`src/rtl/dmem_port_arbiter_if.sv`:
```
// Requester-side bus of the shared byte-wide data memory: two ports (0 = MA stage, 1 = debug/loader).
interface dmem_port_arbiter_if #(
    parameter int unsigned ADDR_W = 32
);
    logic [1:0]        req_i;
    logic [1:0]        we_i;
    logic [2:0]        op_i    [2];
    logic [ADDR_W-1:0] addr_i  [2];
    logic [31:0]       wdata_i [2];
    logic [1:0]        gnt_o;
    logic [1:0]        done_o;
    logic [31:0]       rdata_o [2];
    logic [1:0]        err_o;

    modport master (
        output req_i, we_i, op_i, addr_i, wdata_i,
        input  gnt_o, done_o, rdata_o, err_o
    );

    modport slave (
        input  req_i, we_i, op_i, addr_i, wdata_i,
        output gnt_o, done_o, rdata_o, err_o
    );
endinterface

```
`src/rtl/dmem_port_arbiter.sv`:
```
// Round-robin arbiter for two requesters sharing a byte-wide single-port dmem; multi-byte
// accesses are sequenced one byte per cycle and loads are assembled little-endian.
module dmem_port_arbiter #(
    parameter int unsigned MEM_DEPTH = 1000,
    parameter int unsigned ADDR_W    = 32
) (
    input  logic                clk,
    input  logic                reset,
    dmem_port_arbiter_if.slave  bus,
    output logic                mem_en_o,
    output logic                mem_we_o,
    output logic [ADDR_W-1:0]   mem_addr_o,
    output logic [7:0]          mem_wdata_o,
    input  logic [7:0]          mem_rdata_i
);
    typedef enum logic [1:0] {S_IDLE, S_ISSUE, S_RDWAIT, S_DONE} state_e;

    state_e            state_q, state_d;
    logic              rr_ptr_q, rr_ptr_d;
    logic              port_q, port_d;
    logic              we_q, we_d;
    logic [2:0]        op_q, op_d;
    logic [ADDR_W-1:0] addr_q, addr_d;
    logic [31:0]       wdata_q, wdata_d;
    logic [2:0]        cnt_q, cnt_d;
    logic [31:0]       rbuf_q, rbuf_d;
    logic [1:0]        done_q, done_d;
    logic [1:0]        err_q, err_d;
    logic [31:0]       rdata_q, rdata_d;
    logic              mem_en_q, mem_en_d;
    logic              mem_we_q, mem_we_d;
    logic [ADDR_W-1:0] mem_addr_q, mem_addr_d;
    logic [7:0]        mem_wdata_q, mem_wdata_d;

    logic [1:0]        gnt;
    logic              gnt_port;
    logic              sel_we;
    logic [2:0]        sel_op;
    logic [ADDR_W-1:0] sel_addr;
    logic [31:0]       sel_wdata;
    logic [2:0]        sel_n;
    logic [2:0]        lat_n;
    logic              bad_op;
    logic [ADDR_W:0]   last_byte;
    logic              illegal;
    logic [1:0]        cap_idx;

    function automatic logic [2:0] size_of(input logic [2:0] op);
        case (op)
            3'b000, 3'b100: size_of = 3'd1;
            3'b001, 3'b101: size_of = 3'd2;
            3'b010:         size_of = 3'd4;
            default:        size_of = 3'd1;
        endcase
    endfunction

    function automatic logic [31:0] extend(input logic [2:0] op, input logic [31:0] b);
        case (op)
            3'b000:  extend = {{24{b[7]}}, b[7:0]};
            3'b001:  extend = {{16{b[15]}}, b[15:0]};
            3'b100:  extend = {24'd0, b[7:0]};
            3'b101:  extend = {16'd0, b[15:0]};
            default: extend = b;
        endcase
    endfunction

    // Grant is combinational and only ever offered in IDLE.
    always_comb begin
        gnt      = '0;
        gnt_port = (bus.req_i[0] && bus.req_i[1]) ? rr_ptr_q : bus.req_i[1];
        if (state_q == S_IDLE && (|bus.req_i)) begin
            gnt[gnt_port] = 1'b1;
        end
    end

    always_comb begin
        sel_we    = bus.we_i[gnt_port];
        sel_op    = bus.op_i[gnt_port];
        sel_addr  = bus.addr_i[gnt_port];
        sel_wdata = bus.wdata_i[gnt_port];
        sel_n     = size_of(sel_op);
        bad_op    = (sel_op == 3'b011) || (sel_op == 3'b110) || (sel_op == 3'b111) ||
                    (sel_we && sel_op[2]);
        // One bit wider than the address so the range check never wraps.
        last_byte = {1'b0, sel_addr} + (ADDR_W+1)'(sel_n) - (ADDR_W+1)'(1);
        illegal   = bad_op || (last_byte >= (ADDR_W+1)'(MEM_DEPTH));
        lat_n     = size_of(op_q);
    end

    always_comb begin
        state_d     = state_q;
        rr_ptr_d    = rr_ptr_q;
        port_d      = port_q;
        we_d        = we_q;
        op_d        = op_q;
        addr_d      = addr_q;
        wdata_d     = wdata_q;
        cnt_d       = cnt_q;
        rbuf_d      = rbuf_q;
        done_d      = '0;
        err_d       = '0;
        rdata_d     = '0;
        mem_en_d    = 1'b0;
        mem_we_d    = 1'b0;
        mem_addr_d  = '0;
        mem_wdata_d = '0;
        cap_idx     = '0;
        case (state_q)
            S_IDLE: begin
                if (|gnt) begin
                    port_d   = gnt_port;
                    rr_ptr_d = ~gnt_port;
                    we_d     = sel_we;
                    op_d     = sel_op;
                    addr_d   = sel_addr;
                    wdata_d  = sel_wdata;
                    cnt_d    = 3'd1;
                    rbuf_d   = '0;
                    if (illegal) begin
                        state_d          = S_DONE;
                        done_d[gnt_port] = 1'b1;
                        err_d[gnt_port]  = 1'b1;
                    end else begin
                        // Byte 0 is registered here so it is on the bus in the first ISSUE cycle.
                        state_d     = S_ISSUE;
                        mem_en_d    = 1'b1;
                        mem_we_d    = sel_we;
                        mem_addr_d  = sel_addr;
                        mem_wdata_d = sel_wdata[7:0];
                    end
                end
            end
            S_ISSUE: begin
                // cnt_q counts bytes already on the bus; read data lags the issue by one cycle.
                if (!we_q && cnt_q >= 3'd2) begin
                    cap_idx                      = cnt_q[1:0] - 2'd2;
                    rbuf_d[{cap_idx, 3'b000} +: 8] = mem_rdata_i;
                end
                if (cnt_q < lat_n) begin
                    mem_en_d    = 1'b1;
                    mem_we_d    = we_q;
                    mem_addr_d  = addr_q + ADDR_W'(cnt_q);
                    mem_wdata_d = wdata_q[{cnt_q[1:0], 3'b000} +: 8];
                    cnt_d       = cnt_q + 3'd1;
                end else if (we_q) begin
                    state_d        = S_DONE;
                    done_d[port_q] = 1'b1;
                end else begin
                    state_d = S_RDWAIT;
                end
            end
            S_RDWAIT: begin
                cap_idx                        = lat_n[1:0] - 2'd1;
                rbuf_d[{cap_idx, 3'b000} +: 8] = mem_rdata_i;
                rdata_d                        = extend(op_q, rbuf_d);
                done_d[port_q]                 = 1'b1;
                state_d                        = S_DONE;
            end
            default: begin
                state_d = S_IDLE;
            end
        endcase
    end

    always_ff @(posedge clk) begin
        if (!reset) begin
            state_q     <= S_IDLE;
            rr_ptr_q    <= 1'b0;
            port_q      <= 1'b0;
            we_q        <= 1'b0;
            op_q        <= '0;
            addr_q      <= '0;
            wdata_q     <= '0;
            cnt_q       <= '0;
            rbuf_q      <= '0;
            done_q      <= '0;
            err_q       <= '0;
            rdata_q     <= '0;
            mem_en_q    <= 1'b0;
            mem_we_q    <= 1'b0;
            mem_addr_q  <= '0;
            mem_wdata_q <= '0;
        end else begin
            state_q     <= state_d;
            rr_ptr_q    <= rr_ptr_d;
            port_q      <= port_d;
            we_q        <= we_d;
            op_q        <= op_d;
            addr_q      <= addr_d;
            wdata_q     <= wdata_d;
            cnt_q       <= cnt_d;
            rbuf_q      <= rbuf_d;
            done_q      <= done_d;
            err_q       <= err_d;
            rdata_q     <= rdata_d;
            mem_en_q    <= mem_en_d;
            mem_we_q    <= mem_we_d;
            mem_addr_q  <= mem_addr_d;
            mem_wdata_q <= mem_wdata_d;
        end
    end

    assign bus.gnt_o      = gnt;
    assign bus.done_o     = done_q;
    assign bus.err_o      = err_q;
    assign bus.rdata_o[0] = done_q[0] ? rdata_q : '0;
    assign bus.rdata_o[1] = done_q[1] ? rdata_q : '0;
    assign mem_en_o       = mem_en_q;
    assign mem_we_o       = mem_we_q;
    assign mem_addr_o     = mem_addr_q;
    assign mem_wdata_o    = mem_wdata_q;
endmodule
```
`src/flat_wrapper.sv`:
```
// flat-port wrapper written by rule: the top's interface ports become plain ports
module dmem_port_arbiter_flat 
#(
    parameter int unsigned MEM_DEPTH = 1000,
    parameter int unsigned ADDR_W    = 32
)
  (clk, reset, mem_en_o, mem_we_o, mem_addr_o, mem_wdata_o, mem_rdata_i, bus_req_i, bus_we_i, bus_op_i, bus_addr_i, bus_wdata_i, bus_gnt_o, bus_done_o, bus_rdata_o, bus_err_o);
  dmem_port_arbiter_if #(.ADDR_W(ADDR_W)) bus_i ();
  input  logic clk;
  input  logic reset;
  output logic mem_en_o;
  output logic mem_we_o;
  output logic [ADDR_W-1:0] mem_addr_o;
  output logic [7:0] mem_wdata_o;
  input  logic [7:0] mem_rdata_i;
  input wire logic [$bits(bus_i.req_i)-1:0] bus_req_i;
  input wire logic [$bits(bus_i.we_i)-1:0] bus_we_i;
  input wire logic [$bits(bus_i.op_i)-1:0] bus_op_i;
  input wire logic [$bits(bus_i.addr_i)-1:0] bus_addr_i;
  input wire logic [$bits(bus_i.wdata_i)-1:0] bus_wdata_i;
  output wire logic [$bits(bus_i.gnt_o)-1:0] bus_gnt_o;
  output wire logic [$bits(bus_i.done_o)-1:0] bus_done_o;
  output wire logic [$bits(bus_i.rdata_o)-1:0] bus_rdata_o;
  output wire logic [$bits(bus_i.err_o)-1:0] bus_err_o;
  assign bus_i.req_i = bus_req_i;
  assign bus_i.we_i = bus_we_i;
  assign bus_i.op_i = {>>{bus_op_i}};
  assign bus_i.addr_i = {>>{bus_addr_i}};
  assign bus_i.wdata_i = {>>{bus_wdata_i}};
  assign bus_gnt_o = bus_i.gnt_o;
  assign bus_done_o = bus_i.done_o;
  assign bus_rdata_o = {>>{bus_i.rdata_o}};
  assign bus_err_o = bus_i.err_o;
  dmem_port_arbiter #(.MEM_DEPTH(MEM_DEPTH), .ADDR_W(ADDR_W)) u_core (.clk(clk), .reset(reset), .bus(bus_i), .mem_en_o(mem_en_o), .mem_we_o(mem_we_o), .mem_addr_o(mem_addr_o), .mem_wdata_o(mem_wdata_o), .mem_rdata_i(mem_rdata_i));
endmodule
```
`config.mk`:
```
export PLATFORM = sky130hd
export DESIGN_NAME = dmem_port_arbiter_flat
export DESIGN_NICKNAME = d
export VERILOG_FILES = /design/src/rtl/dmem_port_arbiter_if.sv /design/src/rtl/dmem_port_arbiter.sv /design/src/flat_wrapper.sv
export SDC_FILE = /design/constraint.sdc
export NUM_CORES = 1
export LEC_CHECK = 0
export CAP_MARGIN = 20
export CELL_PAD_IN_SITES_DETAIL_PLACEMENT = 1
export CELL_PAD_IN_SITES_GLOBAL_PLACEMENT = 1
export CORE_MARGIN = 2
export CORE_UTILIZATION = 38
export CTS_CLUSTER_DIAMETER = 80
export DETAILED_ROUTE_END_ITERATION = 10
export GPL_TIMING_DRIVEN = 1
export PLACE_DENSITY = 0.8
export SETUP_SLACK_MARGIN = 0.5
export SLEW_MARGIN = 40
export SYNTH_ARGS = -nofsm -noshare
export SYNTH_HDL_FRONTEND = slang
export SYNTH_SLANG_ARGS = --single-unit
```
`constraint.sdc`:
```
create_clock -name clk -period 6.3 [get_ports clk]
set_clock_uncertainty 0.2 [all_clocks]
set_input_delay 0.63 -clock clk [delete_from_list [all_inputs] [get_ports clk]]
set_output_delay 0.63 -clock clk [all_outputs]
set_load 0.01 [all_outputs]
```
* Word level (Yosys, flattened, before mapping) *
Cells that the tools add are included.

operators by class
  bitwise logic cells = 2
  reductions and logical operators = 25
  muxes and demuxes = 56
  magnitude comparators = 8
  shifts and indexed selects = 5
  add/subtract/negate cells = 8
  eq/ne operators = 16

operators by type and width
  operator                                                              number
  two-way mux 32 bit                                                    13
  one-hot mux 32 bit (4 select lines)                                   1
  one-hot mux 32 bit (3 select lines)                                   1
  bitwise mux 32 bit                                                    2
  one-hot mux 32 bit (2 select lines)                                   1
  variable shift 8 x 7 -> 32 bit (first input constant)                 2
  variable part select 8 x 7 -> 32 bit                                  2
  adder 32 x 3 -> 33 bit                                                1
  greater-or-equal comparator 33 x 10 -> 1 bit (second input constant)  1
  subtractor 33 x 1 -> 33 bit (second input constant)                   1
  adder 32 x 3 -> 32 bit                                                1
  variable part select 32 x 6 -> 8 bit                                  1
  two-way mux 8 bit                                                     3
  one-hot mux 3 bit (2 select lines)                                    3
  two-way mux 2 bit                                                     8
  one-hot mux 8 bit (2 select lines)                                    1
  == test 3 bit (second input constant)                                 5
  two-way mux 3 bit                                                     5
  negation 5 -> 7 bit                                                   2
  two-way mux 1 bit                                                     12
  one-hot mux 2 bit (3 select lines)                                    2
  == test 3 x 2 -> 1 bit (second input constant)                        3
  AND reduction 2 bit                                                   4
  OR reduction 2 bit                                                    4
  other kinds (25)                                                      41

word-level totals
  word-level logic and storage cells = 136
  output and inout bits = 112
  flip-flop bits (word level) = 185
  input port bits = 148

* Depth between registers and ports, before layout *
  word-level depth = 16
  gate-level depth with buffers = 23
  mapped depth without buffers = 19

* Worst setup path after synthesis *
No wires, ideal clock.

  kind = input -> register
  start = in bus_req_i[0]
  end = reg u_core.mem_addr_q[17] (netlist: u_core.mem_addr_o[17])
  data required time = 6.004 ns
  data arrival time = 5.138 ns
  setup slack = 0.866 ns
  setup time = 0.096 ns
  cell stages on the path = 22
  path buffers = 4
  cell sequence = nand2b_1 > nand2_1 > clkbuf_1 > buf_1 > mux2i_1 > or2_2 > nand2_1 > ha_1 > inv_1 > ha_1 > fa_1 > nand3_1 > a211oi_1 > nor3_1 > o21ai_0 > xor2_1 > a2111oi_0 > o2111a_1 > nand4_1 > buf_4 > buf_6 > o41ai_2

between the ends
  cells in the longest elaborated chain, start to end = 16
  elaborated cells on any way between the ends = 39
  classes of those cells = 2 x add/sub; 3 x order compare; 6 x eq/ne; 16 x mux; 1 x bitwise; 11 x reduce/logical

ends and longest elaborated chain
  element                                                  line                                              source
  start, declared                                          flat_wrapper.sv:16                                input wire logic [$bits(bus_i.req_i)-1:0] bus_req_i;
  logical AND 1 bit                                        dmem_port_arbiter.sv:70                           gnt_port = (bus.req_i[0] && bus.req_i[1]) ? rr_ptr_q : bus.req_i[1];
  two-way mux 1 bit                                        dmem_port_arbiter.sv:70
  NOT 1 -> 2 bit (not written as such)                     dmem_port_arbiter.sv:78, dmem_port_arbiter.sv:79
  two-way mux 3 bit (not written as such) (3 in series)    dmem_port_arbiter.sv:78                           sel_op = bus.op_i[gnt_port];
  == test 3 x 1 -> 1 bit or == test 3 bit (tied branches)  dmem_port_arbiter.sv:49                           case (op)
  OR reduction 2 bit                                       dmem_port_arbiter.sv:49
  one-hot mux 3 bit (2 select lines)                       dmem_port_arbiter.sv:49
  adder 32 x 3 -> 33 bit                                   dmem_port_arbiter.sv:85                           last_byte = {1'b0, sel_addr} + (ADDR_W+1)'(sel_n) - (ADDR_W+1)'(1);
  subtractor 33 x 1 -> 33 bit                              dmem_port_arbiter.sv:85
  greater-or-equal comparator 33 x 10 -> 1 bit             dmem_port_arbiter.sv:86                           illegal = bad_op || (last_byte >= (ADDR_W+1)'(MEM_DEPTH));
  logical OR 1 bit                                         dmem_port_arbiter.sv:86
  two-way mux 32 bit                                       dmem_port_arbiter.sv:119                          if (illegal) begin
  two-way mux 32 bit (*)                                   dmem_port_arbiter.sv:110                          if (|gnt) begin
  one-hot mux 32 bit (2 select lines) (*)                  dmem_port_arbiter.sv:108                          case (state_q)
  end signal, assigned                                     dmem_port_arbiter.sv:198                          mem_addr_q <= mem_addr_d;
  end, declared                                            dmem_port_arbiter.sv:32                           logic [ADDR_W-1:0] mem_addr_q, mem_addr_d;

Mark *: on every way between the ends. The rest lies on a longest branch, timed or not. The select of a mux whose other input is x is not followed.
A chain may end at the register's enable or synchronous reset.

* Final worst setup path *
  start = in bus_req_i[0]
  end = reg u_core.mem_wdata_q[1] (netlist: u_core.mem_wdata_o[1])

between the ends
  cells in the longest elaborated chain, start to end = 16
  elaborated cells on any way between the ends = 42
  classes of those cells = 2 x add/sub; 3 x order compare; 6 x eq/ne; 19 x mux; 1 x bitwise; 11 x reduce/logical

ends and longest elaborated chain
  element                                                  line                                                                       source
  logical AND 1 bit                                        dmem_port_arbiter.sv:70
  two-way mux 1 bit                                        dmem_port_arbiter.sv:70
  NOT 1 -> 2 bit (not written as such)                     dmem_port_arbiter.sv:78, dmem_port_arbiter.sv:79, dmem_port_arbiter.sv:80
  two-way mux 3 bit (not written as such) (3 in series)    dmem_port_arbiter.sv:78
  == test 3 x 1 -> 1 bit or == test 3 bit (tied branches)  dmem_port_arbiter.sv:49
  OR reduction 2 bit                                       dmem_port_arbiter.sv:49
  one-hot mux 3 bit (2 select lines)                       dmem_port_arbiter.sv:49
  adder 32 x 3 -> 33 bit                                   dmem_port_arbiter.sv:85
  subtractor 33 x 1 -> 33 bit                              dmem_port_arbiter.sv:85
  greater-or-equal comparator 33 x 10 -> 1 bit             dmem_port_arbiter.sv:86
  logical OR 1 bit                                         dmem_port_arbiter.sv:86
  two-way mux 8 bit                                        dmem_port_arbiter.sv:119
  two-way mux 8 bit (*)                                    dmem_port_arbiter.sv:110
  one-hot mux 8 bit (2 select lines) (*)                   dmem_port_arbiter.sv:108
  end signal, assigned                                     dmem_port_arbiter.sv:199                                                   mem_wdata_q <= mem_wdata_d;
  end, declared                                            dmem_port_arbiter.sv:33                                                    logic [7:0] mem_wdata_q, mem_wdata_d;

Marks and branches as above.

==> results.sh <==
export IMPL_pwr_share_seq=0.326
export IMPL_cts_root_buf="clkbuf_16"
export IMPL_synthMostInstantiatedCell="nand2_1"
export IMPL_r2r_setup_slack_ns=1.20
export IMPL_hold_start="u_core.wdata_q[11]$_SDFFE_PN0P_"
export IMPL_post_route_cells_drive_above_1_share=0.08177
export IMPL_cp_top_family="compound AO/OA/AOI/OAI gates"
export IMPL_p_comb_frac=0.443
export IMPL_max_cap_violations=0
export IMPL_design_core_area_um2=29720
export IMPL_final_period_utilization=0.8702
export IMPL_cp_buffers_inverters=4
export IMPL_worstMarginPinSlew_ns=0.8840
export IMPL_synth_edf_count=0
export IMPL_design_die_area_um2=31630
export IMPL_crit_path_end_kind="flop"
export IMPL_gr_total_overflow=0
export IMPL_min_period_ns=5.482
export IMPL_wl_per_cell_um=20.61
export IMPL_grt_pass1_vias=11950
export IMPL_cts_buffers=17
export IMPL_netSwitchingFraction=0.4293
export IMPL_async_flop_share=0
export IMPL_synthCells=1412
export IMPL_setup_viol_count_final=0
export IMPL_power_density_nw_per_um2=316.7
export IMPL_grt_pass1_wl_um=65720
export IMPL_port_buffers=259
export IMPL_path_class="in2reg"
export IMPL_vias_per_cell=5.644
export IMPL_stdcell_count=2045
export IMPL_p_total_w=0.004824
export IMPL_cpMaxStageDelayCell="clkdlybuf4s50_1"
export IMPL_die_w_um=177.8
export IMPL_ys_top_cells_by_count="nand2_1, dfxtp_1, a21oi_1"
export IMPL_vdd_drop_max_v=0.0003060
export IMPL_whs_ns=0.2683
export IMPL_worst_path_stages=18
export IMPL_whs_path_depth=2
export IMPL_rsz0062_at_grt="no"
export IMPL_p_sw_w=0.002071
export IMPL_vias=11540
export IMPL_rows=63
export IMPL_syn_cell_area_um2=11480
export IMPL_synth_top_area_frac=0.3225
export IMPL_internal_power_w=0.002753
export IMPL_rr_endpoint="u_core.mem_wdata_o[1]$_SDFF_PN0_"
export IMPL_tns_ns=0
export IMPL_r2r_start="u_core.rr_ptr_q$_SDFFE_PN0P_"
export IMPL_fill_cells=3533
export IMPL_ys_types=63
export IMPL_initial_core_util=0.3864
export IMPL_place_congestion=0.9199
export IMPL_io_pins=260
export IMPL_placed_cells=2008
export IMPL_synth_avg_cell_area_um2=8.133
export IMPL_ys_warn_count=0
export IMPL_ant_nets=0
export IMPL_startpoint_type="primary input"
export IMPL_worstHoldEndpoint="u_core.wdata_q[11]$_SDFFE_PN0P_"
export IMPL_clock_sinks=185
export IMPL_firstDrtPassIters=6
export IMPL_dp_hpwl_um=31000
export IMPL_hold_viol_final=0
export IMPL_cp_arrival_ns=5.61
export IMPL_ys_seq_area_frac=0.3225
export IMPL_grt_antenna_before_repair=4
export IMPL_slew_violations=0
export IMPL_status="completed"
export IMPL_p_leak_nw=6.204
export IMPL_clockBufferDepth=2
export IMPL_fmax_mhz=182.4
export IMPL_cts_tree="done"
export IMPL_synth_flop_cell="dfxtp_1"
export IMPL_syn2layout_area_growth_pct=32.63
export IMPL_path_max_fanout=34
export IMPL_final_net_count=1837
export IMPL_crit_path_cell_trace="clkdlybuf4s50_1 -> nand2b_1 -> nand2_4 -> buf_8 -> mux2i_2 -> ha_1 -> inv_1 -> ha_1 -> a211oi_2 -> o21ai_1 -> and3b_4 -> o31a_1 -> or3_1 -> a221oi_1 -> and4b_1 -> nand4_1 -> buf_12 -> o41ai_1"
export IMPL_relSlewSlack=0.4091
export IMPL_first_iter_violations=681
export IMPL_slowest_delay_ns=0.56
export IMPL_min_path_type="reg2reg"
export IMPL_totalWireLength_um=42150
export IMPL_drc_errors=0
export IMPL_p_clk_frac=0.231
export IMPL_syn_nets=1611
export IMPL_clk_insertion_delay_late_ns=0.45
export IMPL_crit_top_cell="ha_1"
export IMPL_rr_worst_depth=17
export IMPL_die_y_um=177.8
export IMPL_yosysTopAreaCell="dfxtp_1"
export IMPL_grt_max_degree=81
export IMPL_cp_required_ns=6.43
export IMPL_synth_seq_cells=185
export IMPL_cts_hold_buf=0
export IMPL_grt_usage=0.2637
export IMPL_synth_area_leaders="dfxtp_1, nand2_1, ha_1, and2_1, a21oi_1"
export IMPL_ctsHtreeMaxLevel=4
export IMPL_cts_clk_slew_worst_paths_ns=0.08
-- placed cells by master (no fill, tap or decap), types with 19 or more instances in the layout --
cell	synthesis	layout
a21oi_1	87	87
xnor2_1	26	26
ha_1	49	49
dfxtp_1	185	182
mux2i_1	42	40
a22oi_1	53	53
nand2_1	232	229
o21ai_0	61	59
a21boi_0	45	44
nor2_1	60	58
inv_1	48	48
and2_1	77	77
nor2b_1	56	55
buf_4	1	38
xor2_1	19	19
clkdlybuf4s50_1	0	258
o211a_1	39	39
-- tightest hold or removal path, delay by kind of cell, from the launching register on --
family	cells	cell delay [ns]
simple gates	1	0.05
flops	1	0.32
compound gates	1	0.06
-- how the worst max path moves through the flow --
| stage | to | slack (ns) | startpoint |
|---|---|---|---|
| 4_1_cts | u_core.mem_wdata_o[1]$_SDFF_PN0_ | 0.52 | bus_req_i[0] |
| 3_5_place_dp | u_core.mem_wdata_o[1]$_SDFF_PN0_ | 0.08 | bus_req_i[0] |
| 6_report | u_core.mem_wdata_o[1]$_SDFF_PN0_ | 0.82 | bus_req_i[0] |
| 5_1_grt | u_core.mem_wdata_o[1]$_SDFF_PN0_ | 0.55 | bus_req_i[0] |
| 3_3_place_gp | u_core.mem_wdata_o[7]$_SDFF_PN0_ | 0.39 | bus_req_i[0] |
| 2_1_floorplan | u_core.mem_addr_o[17]$_SDFF_PN0_ | 0.87 | bus_req_i[0] |
-- flip-flops by register name, indices dropped and copies added, names as in the netlist, 3 cells and up --
signal and count:
u_core.addr_q 32, u_core.cnt_q 3, u_core.mem_addr_o 32, u_core.mem_wdata_o 8, u_core.op_q 3, u_core.rbuf_q 32, u_core.rdata_q 32, u_core.wdata_q 32
-- per-layer routing --
| layer | global-route usage | part of all wire | vias up |
|---|---|---|---|
| met5 | 0 | 0 | - |
| met4 | 0.08436 | 0.023 | 0 |
| met3 | 0.03213 | 0.041 | 59 |
| met2 | 0.4559 | 0.49 | 300 |
| met1 | 0.3405 | 0.45 | 5715 |
| li1 | - | - | 5469 |
-- logic make-up after synthesis --
| kind of cell | count (synthesis) | share of synthesized area |
|---|---|---|
| fa+ha+maj | 51 | 0.05688 |
| simple gates | 539 | 0.2307 |
| xor+xnor | 45 | 0.03432 |
| buf+inv | 141 | 0.04816 |
| compound gates | 390 | 0.2444 |
| flops | 185 | 0.3225 |
| mux | 61 | 0.06309 |
-- area by class of cell --
cell class,count,area [µm²],share of cell area
well taps,390,488.0,0.03204
diodes,4,10.01,0.0006572
inverters,49,183.9,0.01208
clock buffers,17,425.4,0.02793
multi-input cells,1086,7327,0.4811
flip-flops and latches,185,3707,0.2434
clock inverters,15,175.2,0.01150
repair buffers,299,2914,0.1913
-- power groups by stage --
stage / registers, W / logic, W / clock network [W]
2_1_floorplan: 0.00152 / 0.00139 / 0
3_3_place_gp: 0.00158 / 0.00204 / 0
3_5_place_dp: 0.00159 / 0.00210 / 0
4_1_cts: 0.00157 / 0.00211 / 0.00113
5_1_grt: 0.00160 / 0.00233 / 0.00117
6_report: 0.00157 / 0.00214 / 0.00111
-- through the flow --
step,utilization,setup WS (ns),cell area (µm²)
final,0.5125,0.8179,15230
after global routing,0.5125,0.5485,15230
after CTS,0.5100,0.5168,15160
after detailed placement,0.4898,0.07595,14560
after global placement,0.4891,0.3922,14530
after floorplan,-,0.8658,11480
-- what timing repair did --
action,4_1_cts,5_1_grt
resized for setup,0,13
endpoints found under the setup margin,0,47
hold endpoints to repair,0,0
buffers inserted,0,1
Power figures use the tool's default switching activity.
